**config.mk**
```make
export PLATFORM = sky130hd
export DESIGN_NAME = mem_word_ctrl
export DESIGN_NICKNAME = d
export VERILOG_FILES = /design/src/rtl/mem_word_ctrl.sv
export SDC_FILE = /design/constraint.sdc
export NUM_CORES = 1
export LEC_CHECK = 0
export CAP_MARGIN = 25
export CORE_ASPECT_RATIO = 0.6
export CORE_UTILIZATION = 44
export CTS_BUF_LIST = sky130_fd_sc_hd__clkbuf_8
export DETAILED_ROUTE_END_ITERATION = 7
export GPL_TIMING_DRIVEN = 0
export PLACE_DENSITY = 0.87
export SYNTH_ARGS = -nofsm -noshare
export SYNTH_HDL_FRONTEND = slang
export SYNTH_SLANG_ARGS = --single-unit
```
**constraint.sdc**
```tcl
create_clock -name ctrl_clk -period 1.6 [get_ports ctrl_clk]
set_input_delay 0.16 -clock ctrl_clk [delete_from_list [all_inputs] [get_ports ctrl_clk]]
set_output_delay 0.16 -clock ctrl_clk [all_outputs]
set_load 0.02 [all_outputs]
```
**src/rtl/mem_word_ctrl.sv**
```systemverilog
// Word access controller: splits one 16-bit read or write into two byte accesses
// at A and A+1 on an 8-bit registered-read memory port.
module mem_word_ctrl #(
  parameter int unsigned BIG_ENDIAN = 1
) (
  input  logic        ctrl_clk,
  input  logic        ctrl_rst,
  input  logic        ctrl_req,
  input  logic        ctrl_we,
  input  logic [15:0] ctrl_addr,
  input  logic [15:0] ctrl_wdata,
  output logic [15:0] ctrl_rdata,
  output logic        ctrl_busy,
  output logic        ctrl_done,
  output logic [15:0] ctrl_mem_addr,
  output logic [7:0]  ctrl_mem_wdata,
  output logic        ctrl_mem_rd_en,
  output logic        ctrl_mem_wr_en,
  input  logic [7:0]  ctrl_mem_rdata
);

  typedef enum logic [2:0] {
    StIdle,
    StRd0,
    StRd1,
    StRd2,
    StWr0,
    StWr1,
    StDone
  } state_e;

  state_e      state_q, state_d;
  logic [15:0] addr_q;
  logic [15:0] wdata_q;
  logic [7:0]  byte_q;
  logic [15:0] rdata_q;
  logic [15:0] addr_inc;

  assign addr_inc = addr_q + 16'd1;

  always_ff @(posedge ctrl_clk or posedge ctrl_rst) begin
    if (ctrl_rst) begin
      state_q <= StIdle;
      addr_q  <= 16'h0000;
      wdata_q <= 16'h0000;
      byte_q  <= 8'h00;
      rdata_q <= 16'h0000;
    end else begin
      state_q <= state_d;
      if (state_q == StIdle && ctrl_req) begin
        addr_q  <= ctrl_addr;
        wdata_q <= ctrl_wdata;
      end
      // Memory returns byte A during RD1 and byte A+1 during RD2.
      if (state_q == StRd1) begin
        byte_q <= ctrl_mem_rdata;
      end
      if (state_q == StRd2) begin
        rdata_q <= (BIG_ENDIAN != 0) ? {byte_q, ctrl_mem_rdata} : {ctrl_mem_rdata, byte_q};
      end
    end
  end

  always_comb begin
    state_d = state_q;
    unique case (state_q)
      StIdle: begin
        if (ctrl_req) begin
          state_d = ctrl_we ? StWr0 : StRd0;
        end
      end
      StRd0:   state_d = StRd1;
      StRd1:   state_d = StRd2;
      StRd2:   state_d = StDone;
      StWr0:   state_d = StWr1;
      StWr1:   state_d = StDone;
      StDone:  state_d = StIdle;
      default: state_d = StIdle;
    endcase
  end

  // Memory-side outputs decode registered state only; nothing depends on ctrl_req.
  always_comb begin
    ctrl_mem_addr  = 16'h0000;
    ctrl_mem_wdata = 8'h00;
    ctrl_mem_rd_en = 1'b0;
    ctrl_mem_wr_en = 1'b0;
    unique case (state_q)
      StRd0: begin
        ctrl_mem_addr  = addr_q;
        ctrl_mem_rd_en = 1'b1;
      end
      StRd1: begin
        ctrl_mem_addr  = addr_inc;
        ctrl_mem_rd_en = 1'b1;
      end
      StWr0: begin
        ctrl_mem_addr  = addr_q;
        ctrl_mem_wdata = (BIG_ENDIAN != 0) ? wdata_q[15:8] : wdata_q[7:0];
        ctrl_mem_wr_en = 1'b1;
      end
      StWr1: begin
        ctrl_mem_addr  = addr_inc;
        ctrl_mem_wdata = (BIG_ENDIAN != 0) ? wdata_q[7:0] : wdata_q[15:8];
        ctrl_mem_wr_en = 1'b1;
      end
      default: begin
        ctrl_mem_addr  = 16'h0000;
        ctrl_mem_wdata = 8'h00;
      end
    endcase
  end

  assign ctrl_rdata = rdata_q;
  assign ctrl_busy  = (state_q != StIdle);
  assign ctrl_done  = (state_q == StDone);

endmodule

```
==> summary.txt, run 1 <==
Drt
  • Initial drt markers: ~130
  • Vias per cell: roughly 5.5
  • Drt total wl: about 9.4 mm
  • Via count: approximately 2600
  • # DRC: 0
  • Initial DRT Pass Iterations: 4
  • Routed len/inst: 19.7 µm
  • DRT antenna net count: 0

STA
  • Final hold viol count: 0
  • Final Max Tran Viols: 0
  • Final min period: between 2 and 2.5 ns
  • Clock Skews: about 0.0090 ns
  • Final setup margin: -0.580 ns
  • RSZ-0062 raised after global routing: yes
  • Setup TNS: -24.27 ns
  • Fmax: roughly 460 MHz
  • Slew headroom: a little over half
  • Worst Tran Pin Value: ~0.70 ns
  • Setup-failing EPs final: 59
  • Final Cycle Share: 136%

Final layout
  • Design area: ~5100 µm²
  • Nets: 433
  • Area delta synth->final: 69.1%
  • Diode count: 0
  • # fillers: ~360
  • Layout cells sized above 1: a little over half

Placed design
  • GP Congestion: 0.826
  • Placed Area: 4180 µm²
  • Post-DP HPWL: between 5 and 6 mm
  • IO buf count: 87

GRT
  • Grt ovf: 0
  • Initial antenna violation count: 0
  • Largest net degree at the start of global routing: 31
  • Vias in the first global route: about 2700
  • First-pass GRT wire length: about 14 mm
  • All-Layer GR Usage: 27.9%

Power and ir drop
  • Switching part of the total: 39.2%
  • NetSw: between 4 and 5 mW
  • Int Power: 7.20 mW
  • Logic pwr share: 64.1%
  • Clock share of power: between 10 and 15%
  • Max rail drop VDD: approximately 0.0012 V
  • P_leak: roughly 2.2 nW
  • Seq pwr share: between 20% and 30%
  • Pwr Density: 2310 nW/µm²

Synthesis
  • Sequential share of the synthesized area: roughly 49%
  • Synth area leaders: dfrtp_1, mux2_2, mux2_4, mux2i_1, o21ai_0
  • Post-synth top area cell: dfrtp_1
  • Cell with the most instances after synthesis: dfrtp_1
  • Yosys cell types: slightly above 40
  • Syn Nets: 290
  • Yosys warning count: 0
  • Synth Instances: 245
  • Post-synth EDFFs: 0
  • Number of synthesized register bits: just under 60
  • Top FF cell, synth: dfrtp_1
  • Async S/R FF share, synth: 100%
  • Mapped Area: a little over 3000 µm²
  • Top cell type's share of synthesized area: around half
  • Synth top cells by count: dfrtp_1, mux2_2, mux2_4
  • Mean Syn Cell Area: ~12 µm²

Setup path
  • CP max stage delay: 0.38 ns
  • Critical path type: flip-flop to output pin
  • Crit-path cells: buf_6 -> nor3b_4 -> buf_6 -> a21o_1 -> buf_6 -> buf_12 -> nand3_4 -> mux2i_4 -> buf_6
  • Crit end category: output pin
  • CP delay by family, top: buffers and inverters
  • Crit-path slowest cell: dfrtp_1
  • CP required: 1.44 ns
  • Most frequent CP cell: buf_6
  • Worst setup SP type: flip-flop
  • Max FO, Critical Path: 6
  • R2r startpoint: state_q[2]
  • CP Launch Point: state_q[0]
  • CP Buf/Inv Count: 5
  • Worst path arrival time: between 2 and 2.5 ns

Clock tree
  • Hold-fix buffers, CTS: 0
  • Clock transition at path regs: ~0.070 ns
  • CTS Buffer Depth: 2
  • Clock Latency Late Sink: roughly 0.35 ns
  • CTS Root Cell: clkbuf_8
  • Cts bufs inserted: 9
  • Sink Count: around 60
  • Htree depth: 3
  • CTS tree: built

Run status
  • Failing checks: setup timing
  • Outcome: finished, violations left

Floorplanning
  • Initial cell density of the core: 47.6%
  • Total core area: approximately 6400 µm²
  • Top-Level Pins: slightly below 90
  • Die Span X: roughly 110 µm
  • Site row count: 22
  • DIE AREA: around 7200 µm²
  • Die Span Y: between 60 and 70 µm

Job
  • MaxCap Viol Count: 0

Min path
  • Hold crit path type: primary input to async pin
==> state kept, by name, indices dropped and copies added (netlist names) <==
name        flops
addr_q         16
ctrl_rdata     16
wdata_q        16
byte_q          8
state_q         3
==> power by group through the flow <==
stage          clock [mW]  sequential (mW)  combinational (mW)
3_3_place_gp            0             2.86                5.43
2_1_floorplan           0             3.00                3.53
6_report             1.29             2.96                7.59
5_1_grt              1.38             3.05                7.94
3_5_place_dp            0             2.92                5.59
4_1_cts              1.29             2.88                7.00
==> cells in the final DEF (no fill, tap or decap), types with 3 or more instances in the layout <==
cell type / instances
nor2_1: 4
buf_4: 33
and4_1: 3
buf_6: 40
a21oi_2: 6
clkbuf_8: 13
nand2_1: 10
and3_4: 3
o21ai_0: 5
nand4_1: 3
nand3_4: 3
clkdlybuf4s50_1: 59
buf_16: 3
nand3_1: 5
inv_1: 9
o21ai_1: 5
and3_1: 5
mux2_4: 26
mux2i_1: 4
buf_12: 6
mux2_2: 27
mux2i_4: 7
a21oi_1: 4
nor2_4: 5
dfrtp_1: 54
dfrtp_2: 5
nor2_2: 4
==> routing by layer <==
metal | GRT usage, % | wire, µm | up-vias
met5 | 0 | 0 | -
met4 | 13.5 | 198 | 0
met3 | 8.18 | 642 | 17
met2 | 45.8 | 4570 | 110
met1 | 33.8 | 3960 | 1311
li1 | - | - | 1169
==> cell families after synthesis <==
group                    Yosys count  synth area share (%)
XOR/XNOR                           5                  1.45
adder cells (fa/ha/maj)            1                 0.414
flip-flops                        59                  48.8
buffers and inverters             24                  5.59
AND/OR/NAND/NOR                   58                  10.7
multiplexers                      66                  26.5
AO/OA/AOI/OAI                     32                  6.50
==> path summary, 6_finish.rpt <==
kind / slack (ns) / depth (start not counted) / endpoint
max: -0.58 / 9 / ctrl_mem_addr[8]
min: 0.27 / 2 / addr_q[11]
max reg2reg: -0.48 / 8 / addr_q[15]
min reg2reg: 0.50 / 1 / ctrl_rdata[10]
max in group asynchronous: 0.77 / 3 / wdata_q[2]
min in group ctrl_clk: 0.39 / 3 / addr_q[5]
==> stage by stage <==
stage	utilization [%]	hold WS [ns]	setup WS (ns)	total power [mW]	instances
2_1_floorplan	-	0.259	-0.103	6.53	245
3_3_place_gp	65.5	0.474	-0.759	8.29	416
3_5_place_dp	65.8	0.489	-0.789	8.51	417
4_1_cts	77.8	0.288	-0.536	11.2	469
5_1_grt	80.4	0.313	-0.647	12.4	477
6_report	80.4	0.267	-0.580	11.8	477
==> layout make-up <==
type	instances	area [µm²]	share of cell area, %
buffer	14	180	3.52
clock buffer	13	179	3.50
clock inverter	3	12.5	0.245
inverter	9	40.0	0.783
multi-input combinational	162	1750	34.2
sequential	59	1480	29.0
tap	84	105	2.06
timing repair buffer	133	1360	26.7
==> repair_timing <==
| item | in CTS | in global routing |
|---|---|---|
| pin swaps | 14 | 6 |
| endpoints found under the setup margin | 65 | 69 |
| gates resized for setup | 219 | 28 |
| cloned | 4 | 1 |
| setup buffers | 33 | 7 |
Note: power is estimated with default switching activity, not from simulation.
==> run 2, diff against run 1 <==
- TNS_END_PERCENT: not set -> 100
==> results of run 2 <==
Final layout, timing and power as in run 1 (identical DEF).
